## src/rtl/cnn_layer_seq_if.sv

```systemverilog
// cnn_layer_seq_if
// Bundles every signal of the multi-layer CNN sequencer except clock and reset.
//   master : the sequencer side (drives strobes, address, status)
//   slave  : the environment side (drives start/abort/pad_skip and the
//            fill_valid / dot_ready handshake halves)
// Signals:
//   start, abort, pad_skip[NUM_LAYERS]      run control
//   fill_valid / fill_ready                 fill source handshake
//   dot_ready                               dot engine read acceptance
//   ram_we, ram_re, ram_addr[ADDR_W]        shared RAM port
//   zpad_load, dot_last, bias_load          phase strobes
//   cs_layer[LAYER_W], layer_done           layer progress
//   busy, valid, err                        run status
interface cnn_layer_seq_if #(
    parameter int NUM_LAYERS = 4,
    parameter int LAYER_W    = 4,
    parameter int ADDR_W     = 9
);
    logic                  start;
    logic                  abort;
    logic [NUM_LAYERS-1:0] pad_skip;
    logic                  fill_valid;
    logic                  fill_ready;
    logic                  dot_ready;
    logic                  ram_we;
    logic                  ram_re;
    logic [ADDR_W-1:0]     ram_addr;
    logic                  zpad_load;
    logic                  dot_last;
    logic                  bias_load;
    logic [LAYER_W-1:0]    cs_layer;
    logic                  layer_done;
    logic                  busy;
    logic                  valid;
    logic                  err;

    modport master (
        input  start, abort, pad_skip, fill_valid, dot_ready,
        output fill_ready, ram_we, ram_re, ram_addr, zpad_load, dot_last,
               bias_load, cs_layer, layer_done, busy, valid, err
    );

    modport slave (
        output start, abort, pad_skip, fill_valid, dot_ready,
        input  fill_ready, ram_we, ram_re, ram_addr, zpad_load, dot_last,
               bias_load, cs_layer, layer_done, busy, valid, err
    );
endinterface

```

## src/rtl/cnn_layer_seq.sv

```systemverilog
// cnn_layer_seq
// Multi-layer sequencer for the CNN datapath. For each of NUM_LAYERS layers it
// walks ZPAD -> FILL -> DOTP -> DRAIN -> BIAS, then signals completion in FINI.
// It owns the shared RAM address counter, writes DEPTH source words in FILL and
// reads them back in DOTP, waits PIPE_LAT cycles for the dot pipeline to settle
// and traps into ERR if the fill source stalls for TIMEOUT cycles.
// Ports:
//   clk    clock
//   rst_n  asynchronous active-low reset
//   bus    cnn_layer_seq_if.master (handshakes, RAM port, strobes, status)
module cnn_layer_seq #(
    parameter int NUM_LAYERS = 4,
    parameter int LAYER_W    = 4,
    parameter int ADDR_W     = 9,
    parameter int DEPTH      = 288,
    parameter int PIPE_LAT   = 2,
    parameter int TIMEOUT    = 1023
) (
    input  logic             clk,
    input  logic             rst_n,
    cnn_layer_seq_if.master  bus
);
    localparam logic [2:0] S_IDLE  = 3'd0;
    localparam logic [2:0] S_ZPAD  = 3'd1;
    localparam logic [2:0] S_FILL  = 3'd2;
    localparam logic [2:0] S_DOTP  = 3'd3;
    localparam logic [2:0] S_DRAIN = 3'd4;
    localparam logic [2:0] S_BIAS  = 3'd5;
    localparam logic [2:0] S_FINI  = 3'd6;
    localparam logic [2:0] S_ERR   = 3'd7;

    localparam int TO_W = $clog2(TIMEOUT + 1);
    localparam int DR_W = $clog2(PIPE_LAT + 1);

    localparam logic [ADDR_W-1:0]  LAST_ADDR  = ADDR_W'(DEPTH - 1);
    localparam logic [LAYER_W-1:0] LAST_LAYER = LAYER_W'(NUM_LAYERS - 1);
    localparam logic [TO_W-1:0]    LAST_TO    = TO_W'(TIMEOUT - 1);
    localparam logic [DR_W-1:0]    LAST_DR    = DR_W'(PIPE_LAT - 1);

    logic [2:0]         state_q, state_d;
    logic [ADDR_W-1:0]  addr_q, addr_d;
    logic [LAYER_W-1:0] layer_q, layer_d;
    logic [TO_W-1:0]    to_q, to_d;
    logic [DR_W-1:0]    drain_q, drain_d;
    logic               err_q, err_d;

    logic                  accept;
    logic                  rdFire;
    logic [LAYER_W-1:0]    nextLayer;
    logic [NUM_LAYERS-1:0] padShift;
    logic                  nextSkip;

    // Handshake fires are suppressed by abort so no RAM traffic leaks out in
    // the abort cycle.
    assign accept    = (state_q == S_FILL) && bus.fill_valid && !bus.abort;
    assign rdFire    = (state_q == S_DOTP) && bus.dot_ready && !bus.abort;
    assign nextLayer = layer_q + 1'b1;
    // Shift rather than index so the select width never depends on LAYER_W.
    assign padShift  = bus.pad_skip >> nextLayer;
    assign nextSkip  = padShift[0];

    // Next-state logic. The timeout and drain counters default to zero so that
    // each FILL / DRAIN visit starts counting from a clean value.
    always_comb begin
        state_d = state_q;
        addr_d  = addr_q;
        layer_d = layer_q;
        to_d    = '0;
        drain_d = '0;
        err_d   = err_q;
        if (bus.abort) begin
            state_d = S_IDLE;
            addr_d  = '0;
            layer_d = '0;
            err_d   = 1'b0;
        end else begin
            case (state_q)
                S_IDLE: begin
                    if (bus.start) begin
                        layer_d = '0;
                        addr_d  = '0;
                        state_d = bus.pad_skip[0] ? S_FILL : S_ZPAD;
                    end
                end
                S_ZPAD: state_d = S_FILL;
                S_FILL: begin
                    if (bus.fill_valid) begin
                        if (addr_q == LAST_ADDR) begin
                            addr_d  = '0;
                            state_d = S_DOTP;
                        end else begin
                            addr_d = addr_q + 1'b1;
                        end
                    end else if (to_q == LAST_TO) begin
                        state_d = S_ERR;
                        err_d   = 1'b1;
                    end else begin
                        to_d = to_q + 1'b1;
                    end
                end
                S_DOTP: begin
                    if (bus.dot_ready) begin
                        if (addr_q == LAST_ADDR) begin
                            addr_d  = '0;
                            state_d = S_DRAIN;
                        end else begin
                            addr_d = addr_q + 1'b1;
                        end
                    end
                end
                S_DRAIN: begin
                    if (drain_q == LAST_DR) begin
                        state_d = S_BIAS;
                    end else begin
                        drain_d = drain_q + 1'b1;
                    end
                end
                S_BIAS: begin
                    if (layer_q == LAST_LAYER) begin
                        state_d = S_FINI;
                    end else begin
                        layer_d = nextLayer;
                        state_d = nextSkip ? S_FILL : S_ZPAD;
                    end
                end
                S_FINI:  state_d = S_IDLE;
                default: state_d = S_ERR;
            endcase
        end
    end

    // State and counter registers; reset returns everything to an idle, quiet
    // sequencer.
    always_ff @(posedge clk or negedge rst_n) begin
        if (!rst_n) begin
            state_q <= S_IDLE;
            addr_q  <= '0;
            layer_q <= '0;
            to_q    <= '0;
            drain_q <= '0;
            err_q   <= 1'b0;
        end else begin
            state_q <= state_d;
            addr_q  <= addr_d;
            layer_q <= layer_d;
            to_q    <= to_d;
            drain_q <= drain_d;
            err_q   <= err_d;
        end
    end

    // Output decode; every strobe is masked by abort.
    always_comb begin
        bus.fill_ready = (state_q == S_FILL) && !bus.abort;
        bus.ram_we     = accept;
        bus.ram_re     = rdFire;
        bus.ram_addr   = addr_q;
        bus.zpad_load  = (state_q == S_ZPAD) && !bus.abort;
        bus.dot_last   = rdFire && (addr_q == LAST_ADDR);
        bus.bias_load  = (state_q == S_BIAS) && !bus.abort;
        bus.layer_done = (state_q == S_BIAS) && !bus.abort && (layer_q != LAST_LAYER);
        bus.cs_layer   = layer_q;
        bus.busy       = (state_q != S_IDLE);
        bus.valid      = (state_q == S_FINI) && !bus.abort;
        bus.err        = err_q;
    end
endmodule

```

## src/flat_wrapper.sv

```systemverilog
// flat-port wrapper written by rule: the top's interface ports become plain ports
module cnn_layer_seq_flat 
#(
    parameter int NUM_LAYERS = 4,
    parameter int LAYER_W    = 4,
    parameter int ADDR_W     = 9,
    parameter int DEPTH      = 288,
    parameter int PIPE_LAT   = 2,
    parameter int TIMEOUT    = 1023
)
  (clk, rst_n, bus_start, bus_abort, bus_pad_skip, bus_fill_valid, bus_dot_ready, bus_fill_ready, bus_ram_we, bus_ram_re, bus_ram_addr, bus_zpad_load, bus_dot_last, bus_bias_load, bus_cs_layer, bus_layer_done, bus_busy, bus_valid, bus_err);
  cnn_layer_seq_if #(.NUM_LAYERS(NUM_LAYERS), .LAYER_W(LAYER_W), .ADDR_W(ADDR_W)) bus_i ();
  input  logic clk;
  input  logic rst_n;
  input wire logic [$bits(bus_i.start)-1:0] bus_start;
  input wire logic [$bits(bus_i.abort)-1:0] bus_abort;
  input wire logic [$bits(bus_i.pad_skip)-1:0] bus_pad_skip;
  input wire logic [$bits(bus_i.fill_valid)-1:0] bus_fill_valid;
  input wire logic [$bits(bus_i.dot_ready)-1:0] bus_dot_ready;
  output wire logic [$bits(bus_i.fill_ready)-1:0] bus_fill_ready;
  output wire logic [$bits(bus_i.ram_we)-1:0] bus_ram_we;
  output wire logic [$bits(bus_i.ram_re)-1:0] bus_ram_re;
  output wire logic [$bits(bus_i.ram_addr)-1:0] bus_ram_addr;
  output wire logic [$bits(bus_i.zpad_load)-1:0] bus_zpad_load;
  output wire logic [$bits(bus_i.dot_last)-1:0] bus_dot_last;
  output wire logic [$bits(bus_i.bias_load)-1:0] bus_bias_load;
  output wire logic [$bits(bus_i.cs_layer)-1:0] bus_cs_layer;
  output wire logic [$bits(bus_i.layer_done)-1:0] bus_layer_done;
  output wire logic [$bits(bus_i.busy)-1:0] bus_busy;
  output wire logic [$bits(bus_i.valid)-1:0] bus_valid;
  output wire logic [$bits(bus_i.err)-1:0] bus_err;
  assign bus_i.start = bus_start;
  assign bus_i.abort = bus_abort;
  assign bus_i.pad_skip = bus_pad_skip;
  assign bus_i.fill_valid = bus_fill_valid;
  assign bus_i.dot_ready = bus_dot_ready;
  assign bus_fill_ready = bus_i.fill_ready;
  assign bus_ram_we = bus_i.ram_we;
  assign bus_ram_re = bus_i.ram_re;
  assign bus_ram_addr = bus_i.ram_addr;
  assign bus_zpad_load = bus_i.zpad_load;
  assign bus_dot_last = bus_i.dot_last;
  assign bus_bias_load = bus_i.bias_load;
  assign bus_cs_layer = bus_i.cs_layer;
  assign bus_layer_done = bus_i.layer_done;
  assign bus_busy = bus_i.busy;
  assign bus_valid = bus_i.valid;
  assign bus_err = bus_i.err;
  cnn_layer_seq #(.NUM_LAYERS(NUM_LAYERS), .LAYER_W(LAYER_W), .ADDR_W(ADDR_W), .DEPTH(DEPTH), .PIPE_LAT(PIPE_LAT), .TIMEOUT(TIMEOUT)) u_core (.clk(clk), .rst_n(rst_n), .bus(bus_i));
endmodule
```

## config.mk

```make
export PLATFORM = sky130hd
export DESIGN_NAME = cnn_layer_seq_flat
export DESIGN_NICKNAME = d
export VERILOG_FILES = /design/src/rtl/cnn_layer_seq_if.sv /design/src/rtl/cnn_layer_seq.sv /design/src/flat_wrapper.sv
export SDC_FILE = /design/constraint.sdc
export NUM_CORES = 1
export LEC_CHECK = 0
export ABC_CLOCK_PERIOD_IN_PS = 2400
export BUFFER_PORTS_ARGS = -buffer_cell sky130_fd_sc_hd__buf_4
export CAP_MARGIN = 20
export CELL_PAD_IN_SITES_DETAIL_PLACEMENT = 1
export CELL_PAD_IN_SITES_GLOBAL_PLACEMENT = 2
export CORE_ASPECT_RATIO = 1.75
export CORE_UTILIZATION = 34
export DETAILED_ROUTE_END_ITERATION = 7
export GPL_ROUTABILITY_DRIVEN = 0
export PLACE_DENSITY = 0.86
export SYNTH_ARGS = -nofsm -noshare
export SYNTH_HDL_FRONTEND = slang
export SYNTH_SLANG_ARGS = --single-unit
```

## constraint.sdc

```tcl
create_clock -name clk -period 2.4 [get_ports clk]
set_clock_uncertainty 0.1 [all_clocks]
set_input_delay 0.12 -clock clk [delete_from_list [all_inputs] [get_ports clk]]
set_output_delay 0.12 -clock clk [all_outputs]
set_load 0.01 [all_outputs]
```

---- Word-level counts from Yosys, hierarchy flattened ----
Index checks and enable logic that the tools add are counted.
word-level totals
  input port bits ......................... 10
  logic and storage cells ................. 85
  bits in registers ....................... 29
  output and inout port bits .............. 23
cells by class
  mux-type cells .......................... 33
  equal/unequal tests ..................... 20
  $add $sub $neg .......................... 4
  reductions and logical operators ........ 21
  shifts and indexed selects .............. 1
operators with widths
  operator                                                         count
  9-bit two-way mux                                                5
  10-bit two-way mux                                               4
  3-bit two-way mux                                                9
  9-bit one-hot mux with 3 select lines                            1
  3-bit one-hot mux with 7 select lines                            1
  3-bit != test, second input constant                             5
  4-bit two-way mux                                                3
  10-bit by 1-bit adder with 10-bit output, second input constant  1
  10-bit == test, second input constant                            1
  1-bit logical AND                                                10
  2-bit two-way mux                                                5
  9-bit by 1-bit adder with 9-bit output, second input constant    1
  3-bit == test, second input constant                             3
  9-bit == test, second input constant                             1
  4-bit != test, second input constant                             2
  4-bit one-hot mux with 2 select lines                            1
  3-bit by 2-bit == test with 1-bit output, second input constant  2
  3-bit AND reduction                                              2
  6-bit AND reduction                                              1
  3-bit nonzero test                                               2
  4-bit by 1-bit adder with 4-bit output, second input constant    1
  4-bit by 2-bit == test with 1-bit output, second input constant  1
  1-bit two-way mux                                                4
  4-bit by 2-bit != test with 1-bit output, second input constant  1
  other kinds (11)                                                 12

---- Longest topological paths before layout ----
  word-level depth ........................ 6
  mapped depth ............................ 7
  depth with buffers taken out ............ 6

---- Worst setup path before layout ----
No wires, ideal clock.
  path kind ............................... register -> register
  start ................................... register u_core.addr_q[0], in the netlist u_core.bus.ram_addr[0]
  end ..................................... register u_core.state_q[0]
  slack ................................... 384 ps
  setup time .............................. 125 ps
  data required time ...................... 2175 ps
  cell stages (with the launch flop) ...... 7
  period minus slack after synthesis ...... 2016 ps
  arrival ................................. 1791 ps
  path buffers ............................ 0
  cell sequence ........................... dfrtp_1 > ha_1 > nand3_1 > o41ai_4 > o211ai_2 > nor2b_2 > mux2_4
on the way
  longest elaborated chain between the ends .. 3
  elaborated cells between the ends (all ways) .. 4
  classes of those cells .................. eq/ne (3); reduce/logical (1)
ends and longest elaborated chain
  what                                                                    line                                       RTL
  from (decl)                                                             cnn_layer_seq.sv:41                        logic [ADDR_W-1:0] addr_q, addr_d;
  from (signal assigned)                                                  cnn_layer_seq.sv:144                       addr_q <= addr_d;
  9-bit == test *                                                         cnn_layer_seq.sv:88, cnn_layer_seq.sv:103
  4-bit != test (no source line) / 3-bit != test (equally long branches)  --
  6-bit AND reduction (no source line) *                                  --
  to (signal assigned)                                                    cnn_layer_seq.sv:143                       state_q <= state_d;
  to (decl)                                                               cnn_layer_seq.sv:40                        logic [2:0] state_q, state_d;
Mark *: on every way between the ends. The rest lies on a longest branch, timed or not.
A chain may end at the register's enable or synchronous reset.

---- Final worst setup path ----
Ends and elaborated chain as after synthesis.

==> impl_metrics.csv <==
group,metric,value,unit
worst_setup_path,max_stage_delay,460,ps
placed_design,dp_hpwl,3.37,mm
clocking,cts_setup_buffers,0,
worst_setup_path,crit_path_cell_trace,"ha_1, nand3_1, o41ai_4, o211ai_2, nor2b_2, mux2_4",
worst_setup_path,arrival,2270,ps
synth,seq_area_frac_synth,41.2,%
sta,fmax,454,MHz
synth,synth_area,0.00176,sq mm
global_route,grt_max_degree,30,
sta,relSlewSlack,65.6,%
route,num_vias,1566,
route,drt-initial-drc-count,28,
run,maxCapViolCount,0,
placed_design,dpl_cell_area,0.00207,sq mm
synth,synth_seq_cells,29,
route,drt_pass1_iterations,4,
synth,synth-edff-count,0,
die,fp.dieW,56.4,um
outcome,status,"complete, no violations",
clocking,cts.sinks,29,
worst_setup_path,worstReg2RegEnd,"u_core.state_q[0]$_DFFE_PN0P_",
global_route,grt_pass1_vias,1660,
route,wl_per_cell,15.9,um
worst_setup_path,r2r_cells,6,
layout,diodes,0,
worst_setup_path,worstReg2RegStart,"u_core.bus.ram_addr[0]$_DFFE_PN0P_",
synth,yosysWarnings,0,
route,routed_via_density,5.63,
worst_setup_path,cp.required,2470,ps
global_route,overflow,0,
layout,syn_to_final_growth,23.2,%
clocking,clkSlewWorstSetupHoldPaths,60,ps
die,initial_core_util,35.4,%
worst_hold_path,holdPathEnd,"u_core.drain_q[0]$_DFF_PN0_",
worst_hold_path,hold_depth,2,
sta,worst_pin_slew,514,ps
clocking,cts_tree,"yes",
synth,synthesis.nets,199,
placed_design,io_buffers,32,
worst_setup_path,start_kind,"flip-flop",
power_and_ir_drop,ir_drop,0.388,mV
die,boundaryPins,33,
layout,nNetsFinal,238,
sta,fin_crit_sh,91.8,%
synth,async_flop_share,100,%
route,wl,4.42,mm
synth,synth.top_cell.area_share,41.2,%
synth,syn_inst,185,
worst_hold_path,hold_path.class,"primary input to flip-flop",
synth,synth_area_per_cell,9.52,sq um
synth,synth_ff_type,"dfrtp_1",
sta,finalMaxSlewViolations,0,
worst_setup_path,crit_type,"flip-flop to flip-flop",
synth,synthTopCellsByArea,"dfrtp_1, nor2_1, o21ai_0",
worst_hold_path,hp-start,"bus_abort",
global_route,grtUsageTotal,17.6,%
sta,fin_setup_tns,0,ps
global_route,grt_pass1_wl,7.61,mm
worst_setup_path,cp_slowest_cell,"o41ai_4",
die,row_count,34,
sta,final-setup-viol-count,0,
worst_setup_path,reg2reg_slack,200,ps
power_and_ir_drop,p_leak,1.02,nW
sta,hold_viol_final,0,
worst_setup_path,end_kind,"flip-flop",
clocking,h-tree-depth,2,
sta,period_minus_slack,2200,ps
synth,ys_types,52,
worst_setup_path,critPathMaxFanout,8,
clocking,cts_max_path_buffers,2,
route,ant_nets,0,
clocking,clock_latency,280,ps
synth,synth_area_leader_cell,"dfrtp_1",
power_and_ir_drop,power_density,708,mW/mm^2
layout,drive_above_1_share,25.4,%
clocking,root_buffer,"clkbuf_8",
die,coreArea,0.00498,sq mm
global_route,antenna_found_initial,0,
route,drcViolationCount,0,
die,dieArea,0.00548,sq mm
clocking,cts_buffers,5,
sta,rsz0062_at_grt,"no",
die,die_h,97.2,um
layout,fin_area,0.00217,sq mm
-- cells by family (layout without fill, tap and decap cells) --
family,count (synthesis),in the layout,share of synthesized area [%]
buffers and inverters,14,53,3.98
AOI/OAI and AO/OA,44,44,17.8
DFF,29,29,41.2
muxes,2,2,2.13
and+or+nand+nor,83,83,27.6
xor gates and xnor gates,9,9,4.48
adders and majority gates,4,4,2.84
-- metal layers --
layer	vias to the layer above	track usage, %	share of wire (%)
met5	-	0	0
li1	741	-	-
met3	12	3.06	2.7
met4	0	9.01	3.4
met2	31	32.5	55
met1	782	18.3	39
-- cells in the mapped netlist (2+ instances only) --
master / n
o21ai_1: 3
buf_2: 2
nor4_1: 2
nor2_1: 18
nand3_1: 9
nor3_1: 4
and4_1: 2
nand2_1: 10
dfrtp_1: 29
o21ai_0: 12
xor2_1: 5
clkbuf_1: 4
and2_1: 3
nand2b_1: 6
nor2b_1: 6
inv_1: 6
ha_1: 4
o31ai_1: 6
a22o_1: 2
and3_1: 8
xnor2_1: 4
and3b_1: 2
buf_6: 2
a21oi_1: 7
o211ai_1: 2
-- report_power, final --
| group | leakage [nW] | internal, W | switching (W) | total, W |
|---|---|---|---|---|
| registers | 0.402 | 0.000523 | 0.0000566 | 0.000580 |
| clock network | 0.0443 | 0.000227 | 0.000180 | 0.000407 |
| logic | 0.569 | 0.000252 | 0.000296 | 0.000548 |
-- what timing repair did --
action	in CTS	in global routing
gates resized for setup	0	0
endpoints found under the hold margin	29	0
hold buffers	1	0
-- final cells by class --
class                           instances  area (sq um)
Fill cell                             595          2810
Multi-Input combinational cell        142           965
Sequential cell                        29           726
Timing Repair Buffer                   40           303
Clock buffer                            7          86.3
Tap cell                               54          67.6
Inverter                                6          22.5
-- critical path, delay by kind of cell (launching register included) --
| family | cells | cell delay [ps] |
|---|---|---|
| AND/OR/NAND/NOR | 2 | 350 |
| flip-flops | 1 | 410 |
| adder cells (fa/ha/maj) | 1 | 270 |
| AO/OA/AOI/OAI | 2 | 650 |
| multiplexers | 1 | 310 |
-- worst max path at each step --
stage | from | endpoint | slack, ps | cells past startpoint
4_1_cts | u_core.bus.ram_addr[0]$_DFFE_PN0P_ | u_core.state_q[0]$_DFFE_PN0P_ | 170 | 6
3_5_place_dp | u_core.bus.ram_addr[0]$_DFFE_PN0P_ | u_core.state_q[0]$_DFFE_PN0P_ | 180 | 6
2_1_floorplan | u_core.bus.ram_addr[0]$_DFFE_PN0P_ | u_core.state_q[0]$_DFFE_PN0P_ | 380 | 6
6_report | u_core.bus.ram_addr[0]$_DFFE_PN0P_ | u_core.state_q[0]$_DFFE_PN0P_ | 200 | 6
5_1_grt | u_core.bus.ram_addr[0]$_DFFE_PN0P_ | u_core.state_q[0]$_DFFE_PN0P_ | 30 | 6
3_3_place_gp | u_core.bus.ram_addr[0]$_DFFE_PN0P_ | u_core.state_q[0]$_DFFE_PN0P_ | 300 | 6
-- state kept, by name (all words and copies together) (netlist names) --
name / count
u_core.to_q: 10
u_core.drain_q: 2
u_core.bus.ram_addr: 9
u_core.state_q: 3
u_core.bus.err: 1
u_core.bus.cs_layer: 4
-- layout by cell type (no fill, tap or decap), types with 3 or more instances in the layout --
| cell type | n |
|---|---|
| xor2_1 | 5 |
| o31ai_1 | 6 |
| a21oi_1 | 7 |
| clkbuf_8 | 6 |
| nand3_1 | 9 |
| nand2b_1 | 6 |
| buf_4 | 39 |
| xnor2_1 | 4 |
| nor2_1 | 18 |
| nor3_1 | 4 |
| and2_1 | 3 |
| nand2_1 | 10 |
| inv_1 | 6 |
| ha_1 | 4 |
| nor2b_1 | 6 |
| and3_1 | 8 |
| o21ai_0 | 12 |
| o21ai_1 | 3 |
| dfrtp_1 | 29 |
-- per-stage QoR --
step	total power (W)	worst slack (ps)	cells	util (%)	hold WS, ps
after floorplan	0.000959	384	185	-	-276
final	0.00154	198	278	43.6	39.9
after CTS	0.00156	170	278	43.6	34.0
after global placement	0.00113	301	270	41.7	-27.1
after detailed placement	0.00114	184	270	41.7	-24.8
after global routing	0.00163	26.9	278	43.6	53.6
Power figures use the tool's default switching activity.
